--- config.mk ---
export PLATFORM = sky130hd
export DESIGN_NAME = instr_mem_loadable
export DESIGN_NICKNAME = d
export VERILOG_FILES = /design/src/rtl/instr_mem_loadable.sv
export SDC_FILE = /design/constraint.sdc
export NUM_CORES = 1
export LEC_CHECK = 0
export CAP_MARGIN = 20
export CELL_PAD_IN_SITES_DETAIL_PLACEMENT = 0
export CELL_PAD_IN_SITES_GLOBAL_PLACEMENT = 1
export CORE_MARGIN = 2
export CORE_UTILIZATION = 55
export DETAILED_ROUTE_END_ITERATION = 8
export GPL_TIMING_DRIVEN = 1
export HOLD_SLACK_MARGIN = 0.15
export PLACE_DENSITY_LB_ADDON = 0.1
export SLEW_MARGIN = 20
export SYNTH_ARGS = -nofsm -noshare
export SYNTH_HDL_FRONTEND = slang
export SYNTH_SLANG_ARGS = --single-unit
--- constraint.sdc ---
create_clock -name clk -period 9.25 [get_ports clk]
set_input_delay 1.3875 -clock clk [delete_from_list [all_inputs] [get_ports clk]]
set_output_delay 1.3875 -clock clk [all_outputs]
set_load 0.05 [all_outputs]
--- src/rtl/instr_mem_loadable.sv ---
// Run-time loadable instruction memory: a word-stream loader fills the array after
// reset, then a request/valid fetch port with 1- or 2-cycle latency serves the core.
module instr_mem_loadable #(
    parameter int                DATA_W   = 32,
    parameter int                DEPTH    = 32,
    parameter int                ADDR_W   = 32,
    parameter int                RD_LAT   = 1,
    parameter logic [DATA_W-1:0] NOP_WORD = '0
) (
    input  logic                     clk,
    input  logic                     reset,
    input  logic                     load_valid,
    input  logic [DATA_W-1:0]        load_data,
    input  logic                     load_done,
    output logic                     load_full,
    output logic [$clog2(DEPTH):0]   load_count,
    output logic                     core_ready,
    input  logic                     fetch_req,
    input  logic [ADDR_W-1:0]        fetch_addr,
    output logic                     fetch_valid,
    output logic [DATA_W-1:0]        fetch_instr,
    output logic                     fetch_fault
);

    localparam int IDX_W = $clog2(DEPTH);
    localparam int CNT_W = IDX_W + 1;

    typedef enum logic {
        ST_LOAD,
        ST_RUN
    } state_e;

    state_e             state_q, state_d;
    logic [CNT_W-1:0]   count_q, count_d;
    logic               full_q, full_d;
    logic               wr_en;
    logic [DATA_W-1:0]  mem [DEPTH];

    // NOTE: every always_comb output gets a default first so no path can infer a latch.
    always_comb begin
        state_d = state_q;
        count_d = count_q;
        wr_en   = 1'b0;
        if (state_q == ST_LOAD) begin
            if (load_valid && !full_q) begin
                wr_en   = 1'b1;
                count_d = count_q + 1'b1;
            end
            if (load_done) begin
                state_d = ST_RUN;
            end
        end
    end

    assign full_d = (count_d == CNT_W'(DEPTH));

    // NOTE: sequential state uses non-blocking assignments so all registers update together.
    always_ff @(posedge clk) begin
        if (reset) begin
            state_q <= ST_LOAD;
            count_q <= '0;
            full_q  <= 1'b0;
        end else begin
            state_q <= state_d;
            count_q <= count_d;
            full_q  <= full_d;
        end
    end

    // NOTE: the array has no reset; the program image must survive a core reset.
    always_ff @(posedge clk) begin
        if (wr_en) begin
            mem[count_q[IDX_W-1:0]] <= load_data;
        end
    end

    assign load_count = count_q;
    assign load_full  = full_q;
    assign core_ready = (state_q == ST_RUN);

    // Range check uses the whole address so high bits never alias into the array.
    logic [ADDR_W-1:0] word_idx;
    logic              addr_fault;
    logic              fetch_accept;

    assign word_idx     = fetch_addr >> 2;
    assign addr_fault   = (fetch_addr[1:0] != 2'b00) || (word_idx >= ADDR_W'(DEPTH));
    assign fetch_accept = fetch_req && (state_q == ST_RUN);

    logic              s1_valid_q;
    logic              s1_fault_q;
    logic [DATA_W-1:0] s1_data_q;

    always_ff @(posedge clk) begin
        if (reset) begin
            s1_valid_q <= 1'b0;
            s1_fault_q <= 1'b0;
            s1_data_q  <= '0;
        end else begin
            s1_valid_q <= fetch_accept;
            if (fetch_accept) begin
                s1_fault_q <= addr_fault;
                s1_data_q  <= addr_fault ? NOP_WORD : mem[word_idx[IDX_W-1:0]];
            end
        end
    end

    if (RD_LAT == 2) begin : g_lat2
        logic              s2_valid_q;
        logic              s2_fault_q;
        logic [DATA_W-1:0] s2_data_q;

        always_ff @(posedge clk) begin
            if (reset) begin
                s2_valid_q <= 1'b0;
                s2_fault_q <= 1'b0;
                s2_data_q  <= '0;
            end else begin
                s2_valid_q <= s1_valid_q;
                if (s1_valid_q) begin
                    s2_fault_q <= s1_fault_q;
                    s2_data_q  <= s1_data_q;
                end
            end
        end

        assign fetch_valid = s2_valid_q;
        assign fetch_instr = s2_data_q;
        assign fetch_fault = s2_fault_q;
    end else begin : g_lat1
        assign fetch_valid = s1_valid_q;
        assign fetch_instr = s1_data_q;
        assign fetch_fault = s1_fault_q;
    end

endmodule

# Yosys cells after proc, flatten, opt, wreduce, memory -nomap -nowiden
# Memories as Yosys holds them, arrays and structs flattened.
# Index checks and enable logic that the tools add are counted.
# op_classes
n_lt_le_gt_ge	1
mux	9
n_eq_ne	1
n_addsub	1
n_reduce_logical	5
# op_table
cell	count
$mux W32	1
$ge A30 B6 Y1 const B	1
$mux W6	2
$add A6 B1 Y6 const B	1
$eq A6 B6 Y1 const B	1
$mux W1	6
$logic_and A1 B1 Y1	2
$reduce_bool A2 Y1	1
$logic_not A1 Y1	1
$logic_or A1 B1 Y1	1
# word_totals
elab_cells	24
ramBits	1024
reg_bits	42
mem_count	1
in_bits	69
# memory_table
name	words	width	rd	rd_clocked_by_memory_dff	wr	line	text
mem	32	32	1	0	1	37	logic [DATA_W-1:0] mem [DEPTH];

# Logic depth before layout (Yosys ltp)
# logic_depth
word_depth	6
ltp_mapped	9
depth_no_buf	7

# Worst setup path before layout
# No wires, ideal clock.
# synth_path
path_kind	input port to flip-flop
from	input port load_valid
to	memory mem[15][0], enable pin
path_slack_ps	5357
cell_stages	4
t_arrival_ps	3471
path_buffers	1
required_time_ps	8828
cell_sequence	nor3b_1 -> buf_2 -> nand2_1 -> nor2_1
# synth_between
elab_chain_len	5
# synth_rtl
item	line	text
from (decl)	12	input logic load_valid,
$logic_and A1 B1 Y1	45	if (load_valid && !full_q) begin
$mux W1	45	
$mux W1	44	if (state_q == ST_LOAD) begin
$mux W1	72	if (wr_en) begin
$mux W1 (implied by the code)	73	mem[count_q[IDX_W-1:0]] <= load_data;
to (decl)	37	
# No other way between the ends.

# Final worst setup path
# layout_path
from	input port fetch_addr[6]
to	register s1_data_q[10] (netlist: fetch_instr[10])
# layout_between
elab_chain_len	3
word_cells_on_any_way	4
cone_classes	order compare: 1; mux: 1; reduce/logical: 1; memory: 1
# layout_rtl
item	line	text
from (decl)	19	input logic [ADDR_W-1:0] fetch_addr,
$ge A30 B6 Y1	87	assign addr_fault = (fetch_addr[1:0] != 2'b00) || (word_idx >= ADDR_W'(DEPTH));
$logic_or A1 B1 Y1	87	
$mux W32 (*)	103	s1_data_q <= addr_fault ? NOP_WORD : mem[word_idx[IDX_W-1:0]];
to (signal assigned)	103	
to (decl)	92	logic [DATA_W-1:0] s1_data_q;
# Mark *: on every way between the ends. The rest lies on a longest branch, timed or not.
# A chain may end at the register's enable or synchronous reset.

==> impl_metrics.csv <==
group,metric,value,unit
die,die-area,76000,µm²
clock_network,clk_pin_slew,0.06,ns
power,vdd_ir_drop_max,0.000117,V
finish,final_nets,2295,
global_route,antenna_found_initial,2,
sta,min_period_over_period,47.2,%
placed_design,place_inst,3072,
route,drc,0,
logic_synthesis,avgSynthCellArea,19.9,µm²
logic_synthesis,syn_area,40600,µm²
route,dr.first_iter.drc_count,2279,
finish,syn_to_final_growth,14.9,%
global_route,grt_pass1_wl,140000,µm
logic_synthesis,yosysMostFrequentCell,"edfxtp_1",
route,wl_per_cell,29.4,µm
route,postRouteAntennaNets,0,
logic_synthesis,ys_ff_latch,1066,
die,ios,111,
logic_synthesis,yosysWarnings,0,
placed_design,portBuffers,110,
route,drt_wl_total,96000,µm
critical_path,critPathCaptureType,"flop",
critical_path,worstSetupStartpointType,"primary input",
logic_synthesis,synth_common_cells,"edfxtp_1 (1024), mux2i_1 (256), mux4_2 (128)",
logic_synthesis,synth_largest_area_cell,"edfxtp_1",
sta,holdWs,0.457,ns
die,core-area,73000,µm²
finish,drive_gt1_share,17.8,%
clock_network,cts_resized,0,
clock_network,htree_levels,3,
clock_network,postCtsHoldBufs,0,
global_route,grt_pass1_vias,20800,
logic_synthesis,synth.distinct_cells,43,
logic_synthesis,synthFlopType,"edfxtp_1",
placed_design,gp_congestion,0.805,
logic_synthesis,synth-edff-count,1024,
logic_synthesis,synthArstFlopShare,0,%
die,die_y,276,µm
sta,setup_viol,0,
status,status,"finished clean",
route,firstDrtPassIters,5,
sta,rsz0062_at_grt,"false",
worst_hold_path,hold_class,"reg2reg",
critical_path,cp-startpoint,"fetch_addr[6]",
critical_path,crit_path_max_fanout,21,
clock_network,clock_path_buffers,3,
critical_path,required,9.74,ns
power,p_leak,15.1,nW
sta,period_minus_slack,4.36,ns
clock_network,cts_made_buffers,107,
sta,finalHoldViolations,0,
worst_hold_path,hold_start,"fetch_instr[5]",
finish,final.fill_count,4936,
sta,setup_tns,0,ns
die,die_w,276,µm
global_route,globalRouteTotalUtil,25.9,%
finish,layoutNonFillerInstCount,3265,
power,p_total,9.87,mW
power,power_density,212,nW/µm²
sta,finalMaxSlewViolations,0,
critical_path,r2r_start,"core_ready",
critical_path,path_class,"in2reg",
route,viasPerCell,6.25,
sta,max_freq,229,MHz
die,start_util,55.6,%
route,vias,20400,
clock_network,post-cts-setup-buffer-count,0,
logic_synthesis,synthCells,2042,
die,num_rows,99,
clock_network,cts.sinks,1066,
global_route,grt_overflow,0,
placed_design,place_hpwl,52000,µm
clock_network,cts_tree,"done",
flow_run,cap_violations,0,
critical_path,crit_arrival,4.85,ns
logic_synthesis,synth.net_count,2115,
finish,final_core_util,63.9,%
logic_synthesis,synth_area_leaders,"edfxtp_1 (76%), mux4_2 (7.1%), mux2i_1 (6.3%)",
logic_synthesis,synth_top_area_share,75.8,%
global_route,grt_max_degree,152,
sta,worst_pin_slew,1.25,ns
sta,fin_worst_skew,0.0116,ns
logic_synthesis,seq_area_frac_synth,77.9,%
clock_network,insertion_delay,0.64,ns
clock_network,cts_root_buffer,"clkbuf_16",
sta,slew-limit-headroom,15.6,%
## kinds of logic (layout without fill, tap and decap cells)
| group | count (synthesis) | in the layout | share of synthesized area (%) |
|---|---|---|---|
| AOI/OAI and AO/OA | 239 | 239 | 4.00 |
| xor gates and xnor gates | 5 | 5 | 0.108 |
| adders and majority gates | 4 | 4 | 0.123 |
| buffers and inverters | 126 | 389 | 1.57 |
| DFF | 1066 | 1066 | 77.9 |
| muxes | 384 | 384 | 13.4 |
| other | 0 | 1 | 0 |
| and+or+nand+nor | 218 | 218 | 2.93 |
## power breakdown
group | switching [mW] | internal (mW)
Clock | 1.71 | 2.42
Sequential | 0.00667 | 5.31
Combinational | 0.274 | 0.156
Total | 1.99 | 7.88
## layer usage
layer  wire, µm  share of wire [%]  global-route usage (%)
met1      39000                 41                    36.1
met2      46200                 48                    41.2
met3       7740                8.1                    5.05
met4       3120                3.2                    9.84
met5          0                  0                       0
## sequential cells by signal (all words and copies together) (netlist names)
name	count
mem	1024
fetch_instr	32
load_count	6
core_ready	1
fetch_fault	1
fetch_valid	1
load_full	1
## layout by cell type (no fill, tap or decap), drive strengths merged, types with 2 or more instances in the layout
| master | count |
|---|---|
| nand3b | 4 |
| buf | 88 |
| edfxtp | 1024 |
| nand4 | 33 |
| inv | 11 |
| clkinv | 29 |
| or2 | 2 |
| bufinv | 7 |
| o21ai | 64 |
| clkdlybuf4s50 | 99 |
| clkbuf | 155 |
| nor3 | 4 |
| a22o | 32 |
| nand3 | 4 |
| nor4b | 11 |
| mux4 | 128 |
| o22ai | 40 |
| xor2 | 3 |
| or3 | 3 |
| nand2 | 45 |
| a22oi | 64 |
| mux2i | 256 |
| ha | 4 |
| o22a | 24 |
| a31oi | 2 |
| nor4 | 32 |
| a21oi | 12 |
| dfxtp | 42 |
| nor2 | 73 |
| xnor2 | 2 |
## critical path: stages
cell	delay (ns)
clkdlybuf4s50_1	1.06
or3_2	0.50
buf_4	0.40
o22ai_1	0.22
nor4_1	1.10
o21ai_1	0.16
## stage by stage
stage,setup WS [ns],instance area [µm²]
2_1_floorplan,5.36,40600
6_report,4.89,46600
5_1_grt,4.99,46600
4_1_cts,5.06,46600
3_3_place_gp,4.40,43100
3_5_place_dp,4.38,43300
## final cells by class
type	instances	area, µm²	area share [%]
flip-flops and latches	1066	31600	67.8
multi-input cells	850	8650	18.6
clock buffers	155	2980	6.40
repair buffers	187	1800	3.87
well taps	959	1200	2.57
clock inverters	37	350	0.752
inverters	10	37.5	0.0805
diodes	1	2.50	0.00537
## final timing paths
kind,endpoint,slack (ns),cells past startpoint
hold reg to reg,fetch_instr[5],0.46,2
hold / removal,fetch_instr[5],0.46,2
setup / recovery,fetch_instr[10],4.89,6
setup reg to reg,mem[23][27],6.59,5
Power figures use the tool's default switching activity.
